## config.mk

```make
export PLATFORM = sky130hd
export DESIGN_NAME = xbee_msg_tx
export DESIGN_NICKNAME = d
export VERILOG_FILES = /design/src/rtl/xbee_msg_tx.sv
export SDC_FILE = /design/constraint.sdc
export NUM_CORES = 1
export LEC_CHECK = 0
export CAP_MARGIN = 20
export CORE_AREA = 2 2 85 67
export DETAILED_ROUTE_END_ITERATION = 6
export DIE_AREA = 0 0 87 69
export GPL_TIMING_DRIVEN = 0
export PLACE_DENSITY_LB_ADDON = 0.05
export SETUP_SLACK_MARGIN = 0.15
export SKIP_LAST_GASP = 1
export SYNTH_ARGS = -nofsm -noshare
export SYNTH_HDL_FRONTEND = slang
export SYNTH_SLANG_ARGS = --single-unit
```

## constraint.sdc

```tcl
create_clock -name clk_50M -period 2.1 [get_ports clk_50M]
set_input_delay 0.315 -clock clk_50M [delete_from_list [all_inputs] [get_ports clk_50M]]
set_output_delay 0.315 -clock clk_50M [all_outputs]
set_load 0.03 [all_outputs]
```

## src/rtl/xbee_msg_tx.sv

```systemverilog
// Framed ASCII message UART transmitter for the XBee link.
// Serialises one GBI/POS/END message per accepted request, 8N(STOP_BITS), LSB first.
module xbee_msg_tx #(
  parameter int CLKS_PER_BIT = 434,
  parameter int STOP_BITS    = 2
) (
  input  logic       clk_50M,
  input  logic       rst_n,
  input  logic       tx_start,
  input  logic [1:0] msg_type,
  input  logic [3:0] bin_number,
  input  logic [1:0] colour,
  output logic       tx,
  output logic       busy,
  output logic       done
);

  localparam int CW = (CLKS_PER_BIT > 1) ? $clog2(CLKS_PER_BIT) : 1;
  localparam logic [CW-1:0] CNT_LAST  = CW'(CLKS_PER_BIT - 1);
  localparam logic          STOP_LAST = 1'(STOP_BITS - 1);

  localparam logic [2:0] S_IDLE  = 3'd0;
  localparam logic [2:0] S_START = 3'd1;
  localparam logic [2:0] S_DATA  = 3'd2;
  localparam logic [2:0] S_STOP  = 3'd3;
  localparam logic [2:0] S_DONE  = 3'd4;

  logic [2:0]    state;
  logic [CW-1:0] clk_cnt;
  logic [2:0]    bit_idx;
  logic          stop_cnt;
  logic [3:0]    char_idx;
  logic [1:0]    lat_type;
  logic [3:0]    lat_bin;
  logic [1:0]    lat_col;

  logic [7:0] cur_char;
  logic [7:0] d_char;
  logic [7:0] c_char;
  logic [3:0] last_idx;
  logic [2:0] nxt_bit;
  logic       bit_end;
  logic       accept;

  assign bit_end = (clk_cnt == CNT_LAST);
  assign nxt_bit = bit_idx + 3'd1;
  assign accept  = tx_start && !busy && (msg_type != 2'd3);

  always_comb begin
    d_char = (lat_bin < 4'd10) ? (8'h30 + {4'h0, lat_bin}) : 8'h3F;
    case (lat_col)
      2'd0:    c_char = 8'h4D;
      2'd1:    c_char = 8'h44;
      2'd2:    c_char = 8'h57;
      default: c_char = 8'h58;
    endcase
    case (lat_type)
      2'd0:    last_idx = 4'd8;
      2'd1:    last_idx = 4'd6;
      default: last_idx = 4'd5;
    endcase
    cur_char = 8'h0A;
    case (lat_type)
      2'd0: begin
        case (char_idx)
          4'd0:    cur_char = 8'h47;
          4'd1:    cur_char = 8'h42;
          4'd2:    cur_char = 8'h49;
          4'd3:    cur_char = d_char;
          4'd4:    cur_char = 8'h2D;
          4'd5:    cur_char = c_char;
          4'd6:    cur_char = 8'h2D;
          4'd7:    cur_char = 8'h23;
          default: cur_char = 8'h0A;
        endcase
      end
      2'd1: begin
        case (char_idx)
          4'd0:    cur_char = 8'h50;
          4'd1:    cur_char = 8'h4F;
          4'd2:    cur_char = 8'h53;
          4'd3:    cur_char = d_char;
          4'd4:    cur_char = 8'h2D;
          4'd5:    cur_char = 8'h23;
          default: cur_char = 8'h0A;
        endcase
      end
      default: begin
        case (char_idx)
          4'd0:    cur_char = 8'h45;
          4'd1:    cur_char = 8'h4E;
          4'd2:    cur_char = 8'h44;
          4'd3:    cur_char = 8'h2D;
          4'd4:    cur_char = 8'h23;
          default: cur_char = 8'h0A;
        endcase
      end
    endcase
  end

  always_ff @(posedge clk_50M or negedge rst_n) begin
    if (!rst_n) begin
      state    <= S_IDLE;
      clk_cnt  <= '0;
      bit_idx  <= '0;
      stop_cnt <= 1'b0;
      char_idx <= '0;
      lat_type <= '0;
      lat_bin  <= '0;
      lat_col  <= '0;
      tx       <= 1'b1;
      busy     <= 1'b0;
      done     <= 1'b0;
    end else begin
      done <= 1'b0;
      case (state)
        // DONE accepts like IDLE so a held request chains with only the done cycle between messages
        S_IDLE, S_DONE: begin
          state   <= S_IDLE;
          clk_cnt <= '0;
          if (accept) begin
            lat_type <= msg_type;
            lat_bin  <= bin_number;
            lat_col  <= colour;
            char_idx <= '0;
            state    <= S_START;
            tx       <= 1'b0;
            busy     <= 1'b1;
          end
        end
        S_START: begin
          clk_cnt <= bit_end ? '0 : clk_cnt + 1'b1;
          if (bit_end) begin
            state   <= S_DATA;
            bit_idx <= '0;
            tx      <= cur_char[0];
          end
        end
        S_DATA: begin
          clk_cnt <= bit_end ? '0 : clk_cnt + 1'b1;
          if (bit_end) begin
            if (bit_idx == 3'd7) begin
              state    <= S_STOP;
              stop_cnt <= 1'b0;
              tx       <= 1'b1;
            end else begin
              bit_idx <= nxt_bit;
              tx      <= cur_char[nxt_bit];
            end
          end
        end
        S_STOP: begin
          clk_cnt <= bit_end ? '0 : clk_cnt + 1'b1;
          if (bit_end) begin
            if (stop_cnt == STOP_LAST) begin
              if (char_idx == last_idx) begin
                state    <= S_DONE;
                char_idx <= '0;
                busy     <= 1'b0;
                done     <= 1'b1;
              end else begin
                char_idx <= char_idx + 4'd1;
                state    <= S_START;
                tx       <= 1'b0;
              end
            end else begin
              stop_cnt <= 1'b1;
            end
          end
        end
        default: state <= S_IDLE;
      endcase
    end
  end

endmodule

```

==> metrics.txt <==
Post-Route WL 5840 µm; fin util 0.538; Tot Pwr 1.26 mW; Worst Setup Slack, final 0.0646 ns; Post-DRT Antenna Nets 0; Core Rows 23; Diodes inserted 0; Setup Skew 0.00977 ns; Seq cells post-synth 31; yosys warns 0; average routed wire per standard cell 16.2 µm; # IOs 14; Slew headroom 0.508; first-pass GRT wire length 9650 µm; mux share of post-synthesis cell area 0.0490; GR Util All Layers 0.206; CTS buffer count 5; required time of the worst setup path 2.32 ns; # DRC 0; VDD IR max 0.383 mV; status completed; fmax 0.491 GHz; register area share after synthesis 0.346; starting density of the core 0.436; pre-CTS setup slack -0.108 ns; adder-cell area share of the yosys netlist 0.0613; pin count of the biggest net entering global routing 32; Compound-Gate Fraction of Synth Area 0.231; clk buf depth 2; max-cap violations 0; Detailed Place HPWL 4150 µm; Cells after Synth 267; Top FF cell, synth dfrtp_1; Leak 1.13 nW; Syn Area/Cell 8.41 µm²; pwr dens 454 nW/µm²; fin crit share 0.969; vias per inst 5.85; TNS Setup 0 ns; # setup viols final 0; Worst-path clk slew 0.08 ns; async set-reset flop share out of synthesis 1.00; Core Area 5150 µm²; Final Hold Vio Count 0; vias in the first global route 1938; synth unique cells 62; min Tclk post-route 2.04 ns; clock sink count 31; Clk Latency, worst-skew pair 0.29 ns; number of synthesized flops with an enable pin 0; final max-slew violation count 0; CTS root buf clkbuf_8; worst hold path type in -> async; CTS tree built; die height 69 µm; First-pass DRT Iterations 4; largest family of logic cells by synthesized area simple AND/OR/NAND/NOR gates; CP max FO 7; Worst Tran Pin Value 0.738 ns; post-synth top area cell dfrtp_1; area delta synth->final 23.5%; Crit Path Category reg -> reg; PortBufs 13; Remaining Overflow, GRT 0; initial DRC count 193; full die area 6000 µm²; unrepaired setup endpoints after global routing yes; Worst EP arrival 2.26 ns; Netlist Area Pre-Place 2250 µm²; type of origin of the critical path flip-flop; H-tree lvl count 2; Net Count, Synth 289; routability cong. 0.939; layout cells sized above 1 0.221; XOR/XNOR Fraction of Synth Area 0.00390; Worst Setup End Kind flip-flop; initial antenna violation count 0; DR vias 2111; Yosys top cell area share 0.334; simple-gate portion of the synthesized area 0.253; fin nets 320; Area contributors post-synth dfrtp_1 33%, o21ai_0 7.1%, ha_1 6.1%, mux2_2 4.0%, nand2_1 4.0%; Die W 87 µm
[flip-flops by register name, indices dropped and copies added (netlist names)]
signal	count
lat_col	2
done	1
bit_idx	3
char_idx	4
lat_type	2
tx	1
lat_bin	4
busy	1
clk_cnt	9
state	3
stop_cnt	1
[per-layer routing]
metal,GRT usage,wire length (µm),vias up
li1,-,-,1038
met1,0.331,3110,1017
met2,0.270,2420,49
met3,0.0407,235,7
met4,0.0660,75,0
met5,0,0,-
[cell families (layout without fill, tap and decap cells)]
family / Yosys count / in the layout
buffers and inverters: 28 / 60
AND/OR/NAND/NOR: 105 / 105
multiplexers: 10 / 10
flip-flops: 31 / 31
XOR/XNOR: 1 / 1
adder cells (fa/ha/maj): 11 / 11
AO/OA/AOI/OAI: 81 / 81
[where the power goes]
part,switching (mW),internal [mW],total [mW]
Sequential,0,0.597,0.597
Clock,0.248,0.384,0.632
Combinational,0.0148,0.0155,0.0303
Total,0.263,0.996,1.26
[layout make-up]
class | instances | area (µm²)
fillers | 496 | 2380
multi-input cells | 208 | 1450
flip-flops and latches | 31 | 779
repair buffers | 24 | 211
plain buffers | 17 | 98.8
clock buffers | 6 | 82.6
well taps | 62 | 77.6
inverters | 11 | 41.3
clock inverters | 2 | 35.0
[placed cells by master, fill, tap and decap left out, types with 2 or more instances in the layout]
| cell type | synthesis | routed |
|---|---|---|
| a211o_1 | 2 | 2 |
| o21ai_1 | 3 | 7 |
| nand3_1 | 7 | 7 |
| buf_2 | 7 | 6 |
| ha_2 | 0 | 4 |
| dfrtp_2 | 0 | 2 |
| clkbuf_1 | 7 | 5 |
| o31ai_1 | 2 | 2 |
| nor4_4 | 0 | 2 |
| and3_1 | 5 | 5 |
| o211ai_1 | 2 | 2 |
| nand2_1 | 24 | 23 |
| nor3_1 | 11 | 10 |
| mux2i_1 | 2 | 2 |
| a22oi_1 | 2 | 2 |
| a211oi_1 | 3 | 2 |
| buf_4 | 1 | 11 |
| mux2_2 | 8 | 8 |
| inv_1 | 11 | 10 |
| nor2b_1 | 8 | 8 |
| buf_6 | 1 | 4 |
| clkbuf_8 | 0 | 6 |
| nor2_1 | 20 | 18 |
| o21a_1 | 2 | 2 |
| a32oi_1 | 3 | 3 |
| nand4_1 | 3 | 3 |
| dfrtp_1 | 30 | 28 |
| o21ai_0 | 32 | 28 |
| a31oi_1 | 4 | 4 |
| a21oi_1 | 10 | 10 |
| clkbuf_2 | 0 | 2 |
| nand2b_1 | 10 | 10 |
| clkdlybuf4s50_1 | 0 | 12 |
| ha_1 | 11 | 7 |
[through the flow]
step	cells	hold WS, ns	area (µm²)
2_1_floorplan	267	0.0194	2250
3_3_place_gp	342	0.517	2450
3_5_place_dp	342	0.421	2450
4_1_cts	355	0.0989	2690
5_1_grt	361	0.140	2770
6_report	361	0.0774	2770
[critical path: stages (launching register included)]
cell	delay, ns
dfrtp_2	0.46
inv_1	0.12
ha_2	0.29
nor2_1	0.11
a211o_1	0.35
o41ai_2	0.27
a211oi_2	0.13
nor4_2	0.15
a21oi_1	0.10
[what timing repair did]
action / CTS / global route
pin swaps: 6 / 5
hold buffers: 0 / 0
resized for setup: 22 / 13
endpoints found under the setup margin: 6 / 21
hold endpoints to repair: 0 / 0
setup buffers: 5 / 6
[final timing paths]
| kind | from | to | slack, ns | cells past startpoint |
|---|---|---|---|---|
| setup / recovery | char_idx[1] | tx | 0.06 | 8 |
| max in group asynchronous | rst_n | char_idx[0] | 1.50 | 1 |
| hold / removal | rst_n | lat_bin[1] | 0.08 | 1 |
| hold reg to reg | clk_cnt[3] | clk_cnt[3] | 0.53 | 1 |
| min in group clk_50M | clk_cnt[3] | clk_cnt[3] | 0.53 | 1 |
| setup reg to reg | char_idx[1] | tx | 0.06 | 8 |
[cells in the mapped netlist, types with 4 or more instances]
cell type / n
o21ai_0: 32
dfrtp_1: 30
nand2_1: 24
nor2_1: 20
ha_1: 11
inv_1: 11
nor3_1: 11
a21oi_1: 10
nand2b_1: 10
mux2_2: 8
nor2b_1: 8
buf_2: 7
clkbuf_1: 7
nand3_1: 7
and3_1: 5
a31oi_1: 4
(Power assumes the default switching activity.)
